**src/rtl/fifo_canal.sv**
```systemverilog
// fifo_canal: single-clock FIFO buffering one traffic channel toward or from
// the arbiter. Registered read data, occupancy count, almost-full/almost-empty
// flow-control flags and sticky overflow/underflow error flags.
module fifo_canal #(
   parameter int DATA_WIDTH = 6,
   parameter int ADDR_WIDTH = 3,
   parameter int AF_THRESH  = 6,
   parameter int AE_THRESH  = 1
) (
   input  logic                  clk,
   input  logic                  reset,
   input  logic                  push,
   input  logic                  pop,
   input  logic [DATA_WIDTH-1:0] data_in,
   output logic [DATA_WIDTH-1:0] data_out,
   output logic                  full,
   output logic                  empty,
   output logic                  almost_full,
   output logic                  almost_empty,
   output logic [ADDR_WIDTH:0]   count,
   output logic                  error_overflow,
   output logic                  error_underflow
);

   localparam int DEPTH = 1 << ADDR_WIDTH;

   // Thresholds sized to the count so the flag decodes compare like widths.
   localparam logic [ADDR_WIDTH:0] DEPTH_C = DEPTH[ADDR_WIDTH:0];
   localparam logic [ADDR_WIDTH:0] AF_C    = AF_THRESH[ADDR_WIDTH:0];
   localparam logic [ADDR_WIDTH:0] AE_C    = AE_THRESH[ADDR_WIDTH:0];

   logic [DATA_WIDTH-1:0] mem [DEPTH];
   logic [ADDR_WIDTH-1:0] wr_ptr;
   logic [ADDR_WIDTH-1:0] rd_ptr;
   logic                  wr_en;
   logic                  rd_en;

   // Flags decode the registered count directly, so they carry no extra latency.
   assign full         = (count == DEPTH_C);
   assign empty        = (count == '0);
   assign almost_full  = (count >= AF_C);
   assign almost_empty = (count <= AE_C);

   // A read needs a stored word. A write needs room, or a same-edge read that
   // frees the slot; with an empty FIFO the pop is rejected, so the pushed
   // word never falls through to data_out on the same edge.
   assign rd_en = pop && !empty;
   assign wr_en = push && (!full || rd_en);

   // Storage array: capture the incoming word at the write pointer.
   // NOTE: the array has no reset branch; stale contents are unreachable once
   // the pointers clear, and leaving it out lets synthesis map it to plain
   // registers or RAM without a reset tree.
   always_ff @(posedge clk) begin
      if (wr_en && !reset)
         mem[wr_ptr] <= data_in;
   end

   // Pointers, occupancy, read register and sticky error flags.
   // NOTE: every state update uses <= so all registers see pre-edge values,
   // which the same-edge push/pop cases rely on.
   always_ff @(posedge clk or posedge reset) begin
      if (reset) begin
         wr_ptr          <= '0;
         rd_ptr          <= '0;
         count           <= '0;
         data_out        <= '0;
         error_overflow  <= 1'b0;
         error_underflow <= 1'b0;
      end else begin
         if (wr_en)
            wr_ptr <= wr_ptr + 1'b1;

         if (rd_en) begin
            data_out <= mem[rd_ptr];
            rd_ptr   <= rd_ptr + 1'b1;
         end

         case ({wr_en, rd_en})
            2'b10:   count <= count + 1'b1;
            2'b01:   count <= count - 1'b1;
            default: count <= count;
         endcase

         if (push && full && !pop)
            error_overflow <= 1'b1;
         if (pop && empty)
            error_underflow <= 1'b1;
      end
   end

endmodule

```
**config.mk**
```make
export PLATFORM = sky130hd
export DESIGN_NAME = fifo_canal
export DESIGN_NICKNAME = d
export VERILOG_FILES = /design/src/rtl/fifo_canal.sv
export SDC_FILE = /design/constraint.sdc
export NUM_CORES = 1
export LEC_CHECK = 0
export ABC_AREA = 0
export BUFFER_PORTS_ARGS = -buffer_cell sky130_fd_sc_hd__buf_4
export CORE_MARGIN = 3
export CORE_UTILIZATION = 33
export CTS_BUF_LIST = sky130_fd_sc_hd__clkbuf_4
export DETAILED_ROUTE_END_ITERATION = 16
export GPL_ROUTABILITY_DRIVEN = 0
export SETUP_SLACK_MARGIN = 0.2
export SLEW_MARGIN = 0
export SYNTH_ARGS = -nofsm -noshare
export SYNTH_HDL_FRONTEND = slang
export SYNTH_SLANG_ARGS = --single-unit
```
**constraint.sdc**
```tcl
create_clock -name clk -period 2.65 [get_ports clk]
set_input_delay 0.1325 -clock clk [delete_from_list [all_inputs] [get_ports clk]]
set_output_delay 0.1325 -clock clk [all_outputs]
set_load 0.005 [all_outputs]
```
## Word-level counts from Yosys, hierarchy flattened

Memory sizes are Yosys's and may differ from the RTL's. A register that Yosys moved wholly into a read port is not among the register bits.
Index checks and enable logic that the tools add are counted.

- Bits in registers: 12
- RAM bits: 48
- Input port bits: 10
- Output and inout port bits: 16
- Word-level logic and storage cells: 31
- Memories kept: 1

Memory list:

| name | depth | bits a word | read ports | clocked after memory_dff | wr ports | line | text |
|---|---|---|---|---|---|---|---|
| mem | 8 | 6 | 1 | 1 | 1 | 32 | `logic [DATA_WIDTH-1:0] mem [DEPTH];` |

- Add/subtract/negate cells: 4
- $lt $le $gt $ge: 2
- Eq/ne operators: 3
- Mux-type cells: 3
- Reductions and logical operators: 13

Operator list:

| cell | number |
|---|---|
| $pmux 4 s2 | 1 |
| $add 3x1->3 const B | 2 |
| $logic_and 1x1->1 | 6 |
| $add 4x1->4 const B | 1 |
| $eq 4x4->1 const B | 1 |
| $ge 4x3->1 const B | 1 |
| $le 4x1->1 const B | 1 |
| $logic_not 1->1 | 4 |
| $logic_not 4->1 | 1 |
| $sub 4x1->4 const B | 1 |
| $eq 2x1->1 const B | 1 |
| $eq 2x2->1 const B | 1 |
| $mux 1 | 2 |
| $reduce_bool 2->1 | 1 |
| $logic_or 1x1->1 | 1 |

## Logic depth before layout (Yosys ltp)

- Depth in word-level cells: 8
- Depth in mapped cells: 7
- Depth with buffers taken out: 6

## Least setup slack after synthesis

No wires, ideal clock.

- Path type: register to register
- Start point: reg count[1]
- End point: mem mem[1][0], enable pin
- Library setup time: 377 ps
- Arrival: 1,808 ps
- Required time: 2,273 ps
- Slack: 465 ps
- Cell stages (with the launch flop): 7
- Path buffers: 0
- Period minus slack after synthesis: 2,185 ps
- Cell sequence: dfrtp_1 > inv_1 > ha_1 > nand3b_1 > o21a_1 > nand3_1 > nor3_1

- Cells in the longest elaborated chain, start to end: 8
- Elaborated cells between the ends (all ways): 10
- Classes of those cells: 1 x eq/ne; 2 x mux; 7 x reduce/logical

Ends and longest elaborated chain:

| what | line | text |
|---|---|---|
| from (decl) | 20 | `output logic [ADDR_WIDTH:0] count,` |
| from (signal assigned) | 80 | `2'b10: count <= count + 1'b1;` |
| from (signal assigned) | 81 | `2'b01: count <= count - 1'b1;` |
| from (signal assigned) | 82 | `default: count <= count;` |
| $logic_not 4->1 | 40 | `assign empty = (count == '0);` |
| $logic_not 1->1 | 47 | `assign rd_en = pop && !empty;` |
| $logic_and 1x1->1 | 47 |  |
| $logic_or 1x1->1 * | 48 | `assign wr_en = push && (!full \|\| rd_en);` |
| $logic_and 1x1->1 * | 48 |  |
| $logic_and 1x1->1 * | 55 | `if (wr_en && !reset)` |
| $mux 1 * | 55 |  |
| $mux 1 (implied by the code) * | 56 | `mem[wr_ptr] <= data_in;` |
| to (decl) | 32 |  |

Every way passes the cells marked *; elsewhere a longest branch is shown, timed or not.

## Worst setup path in the final report

- Start point: reg count[1]
- End point: mem mem[0][3], enable pin

Same word-level chain as after synthesis.

==> key figures <==
Flow run
  – Max-cap violations: 0

Worst setup path
  – Crit path kind: register to register
  – FF-to-FF path depth: 6
  – Reg2Reg Setup Slack: 0.43 ns
  – Startpoint types: register
  – CP top delay family: simple AND/OR/NAND/NOR gates
  – Crit path capture type: register
  – CP max stage delay: 0.48 ns
  – Slowest stage cell, crit path: dfrtp_1
  – Crit Path Max Fanout: 8
  – Start of the worst register-to-register path: count[1]
  – Reg2reg end: mem[0][3]
  – Crit path buf inv count: 1
  – Crit path DAT: 2.30 ns
  – Critical Path RT: 2.73 ns
  – Crit-path cells: inv_1 -> ha_1 -> nand3b_1 -> o21ai_2 -> or3_4 -> nor3_4

Synth
  – Number of synthesized flops with an enable pin: 48
  – Asr flop ratio synth: 27.3%
  – Ys flop type: edfxtp_1
  – Seq/Total Area, Yosys: 65.7%
  – Yosys cell types: 37
  – Post-synthesis cell count: 207
  – Mapped Area: 2880 sq um
  – Ys Warns: 0
  – Post-synthesis register bit count: 66
  – Syn nets: 223
  – Syn_area_per_cell: 13.9 sq um

STA
  – Max-slew headroom: 70.5%
  – Achievable clock frequency: 450 MHz
  – Setup TNS: 0 ns
  – Final Max Tran Viols: 0
  – Tmin final: 2.22 ns
  – Final Setup Violations: 0
  – Worst slew pin tran: 0.442 ns
  – RSZ-0062 raised after global routing: yes
  – Final period util: 83.9%
  – Post-route setup slack: 0.426 ns
  – Final count of hold timing violations: 0
  – Worst Skew: 0.0160 ns

Cells and area
  – Antenna fix cells: 0
  – Layout area overhead: 20.5%
  – Ratio of cells with drive above 1 in the final layout: 23.3%
  – Final #Nets: 264
  – Commonest non-fill, non-tap cells in the layout: edfxtp_1, buf_4, mux2i_1
  – Design Area, Final: 3470 sq um
  – Commonest non-fill, non-tap cell in the layout: edfxtp_1

Min path
  – Worst hold endpoint: error_underflow
  – Min-delay worst type: input pin to register
  – Worst hold stages: 2
  – Hold_sp: pop

Pwr
  – Peak supply drop: 0.362 mV
  – Pleak: 1.38 nW
  – P per Cell Area: 1030 nW/um^2

Placed design
  – IO Port Bufs: 25
  – Pre-CTS setup slack: 0.329 ns
  – Dpl hpwl: 4.21 mm
  – Post-DP Area: 3190 sq um

CTS
  – CTS max path bufs: 2
  – CTS Buf Count: 9
  – Clk root buf: clkbuf_4
  – Worst-path clk slew: 0.10 ns
  – Clock Latency Late Sink: 0.41 ns
  – CTS H-Tree Depth: 3
  – Clock sink total: 66
  – TritonCTS clock tree: yes
  – Post-CTS Setup Bufs: 0

Die
  – Chip Width: 99.4 um
  – Core ar.: 8340 sq um
  – FP Rows: 33
  – Die area: 9890 sq um
  – Die Y: 99.4 um
  – I/O pins: 26
  – Starting density of the core: 34.5%

Global route
  – Largest net degree at the start of global routing: 27
  – Vias in the first global route: 1752
  – Antenna violations before repair: 0
  – Gr ovfl total: 0
  – GRT Util Overall: 13.1%
  – First-pass GRT wire length: 9.58 mm

Detailed routing
  – DRT Pass-1 Iters: 6
  – Vias per inst: 4.91
  – Residual DRC count: 0
  – Routed WL: 5.99 mm
  – Via count: 1756
  – Avg WL per Cell: 16.7 um
  – Detail Route Antenna Nets: 0
  – Initial DRC count: 123

Outcome
  – Status: completed
## per-layer routing
layer  track usage (%)  part of all wire [%]  vias up
li1                  -                     -      845
met1              17.7                    47      867
met2              20.0                    48       33
met3              3.30                   3.5       11
met4              5.99                   2.2        0
met5                 0                     0        -
## how the worst max path moves through the flow
stage / startpoint / endpoint / slack, ns / cells after the start
after floorplan: count[1] / mem[1][0] / 0.47 / 6
after global placement: count[1] / mem[0][2] / 0.41 / 6
after detailed placement: count[1] / mem[0][3] / 0.33 / 6
after CTS: count[1] / mem[0][3] / 0.30 / 6
after global routing: count[1] / mem[1][3] / 0.17 / 7
final: count[1] / mem[0][3] / 0.43 / 6
## worst register-to-register path, cell delays in order (launching register included)
cell,delay (ns)
dfrtp_1,0.48
inv_1,0.14
ha_1,0.29
nand3b_1,0.20
o21ai_2,0.10
or3_4,0.39
nor3_4,0.31
## flip-flops by register name (all words and copies together), names as in the netlist
signal	flops
count	4
error_underflow	1
error_overflow	1
mem	48
data_out	6
wr_ptr	3
rd_ptr	3
## Yosys cell counts, types with 3 or more instances
master	number	area [sq um]
xnor2_1	5	43.8
nand2_1	23	86.3
dfrtp_1	18	450
buf_4	5	37.5
nand3_1	9	45.0
a22oi_1	12	90.1
a21o_1	3	22.5
ha_1	6	75.1
mux2i_1	25	250
nor2b_1	4	25.0
nor2_1	10	37.5
nand2b_1	4	25.0
inv_1	6	22.5
edfxtp_1	48	1440
## timing repair
| action | 4_1_cts | 5_1_grt |
|---|---|---|
| resized for setup | 0 | 6 |
| hold buffers | 7 | 0 |
| hold endpoints to repair | 66 | 0 |
| setup endpoints to repair | 0 | 36 |
## cells by family after synthesis
family | after synthesis | synth area share, %
DFF | 66 | 65.7
and+or+nand+nor | 62 | 11.1
AOI/OAI and AO/OA | 27 | 7.25
muxes | 25 | 8.68
buffers and inverters | 14 | 2.56
xor gates and xnor gates | 7 | 2.13
adders and majority gates | 6 | 2.61
## per-stage QoR
step / hold slack (ns) / total power [mW] / cells / util (%)
after global placement: 0.225 / 2.71 / 335 / 38.3
after CTS: 0.0193 / 3.59 / 358 / 41.4
after detailed placement: 0.234 / 2.72 / 335 / 38.3
after floorplan: 0.0796 / 2.29 / 207 / -
final: 0.0356 / 3.57 / 358 / 41.6
after global routing: 0.0326 / 3.80 / 358 / 41.6
## where the power goes
group          leakage (nW)  total, mW  switching (mW)  internal, mW
Sequential            0.646       1.49           0.180          1.31
Clock                0.0968      0.852           0.361         0.491
Combinational         0.637       1.23           0.651         0.577
Total                  1.38       3.57            1.19          2.38
## final cells by class
cell class	instances	area, sq um
fill	790	4870
sequential	66	1890
multi-input combinational	127	935
timing repair buffer	38	303
tap	105	131
clock inverter	6	115
clock buffer	10	75.1
inverter	6	22.5
Power figures use the tool's default switching activity.
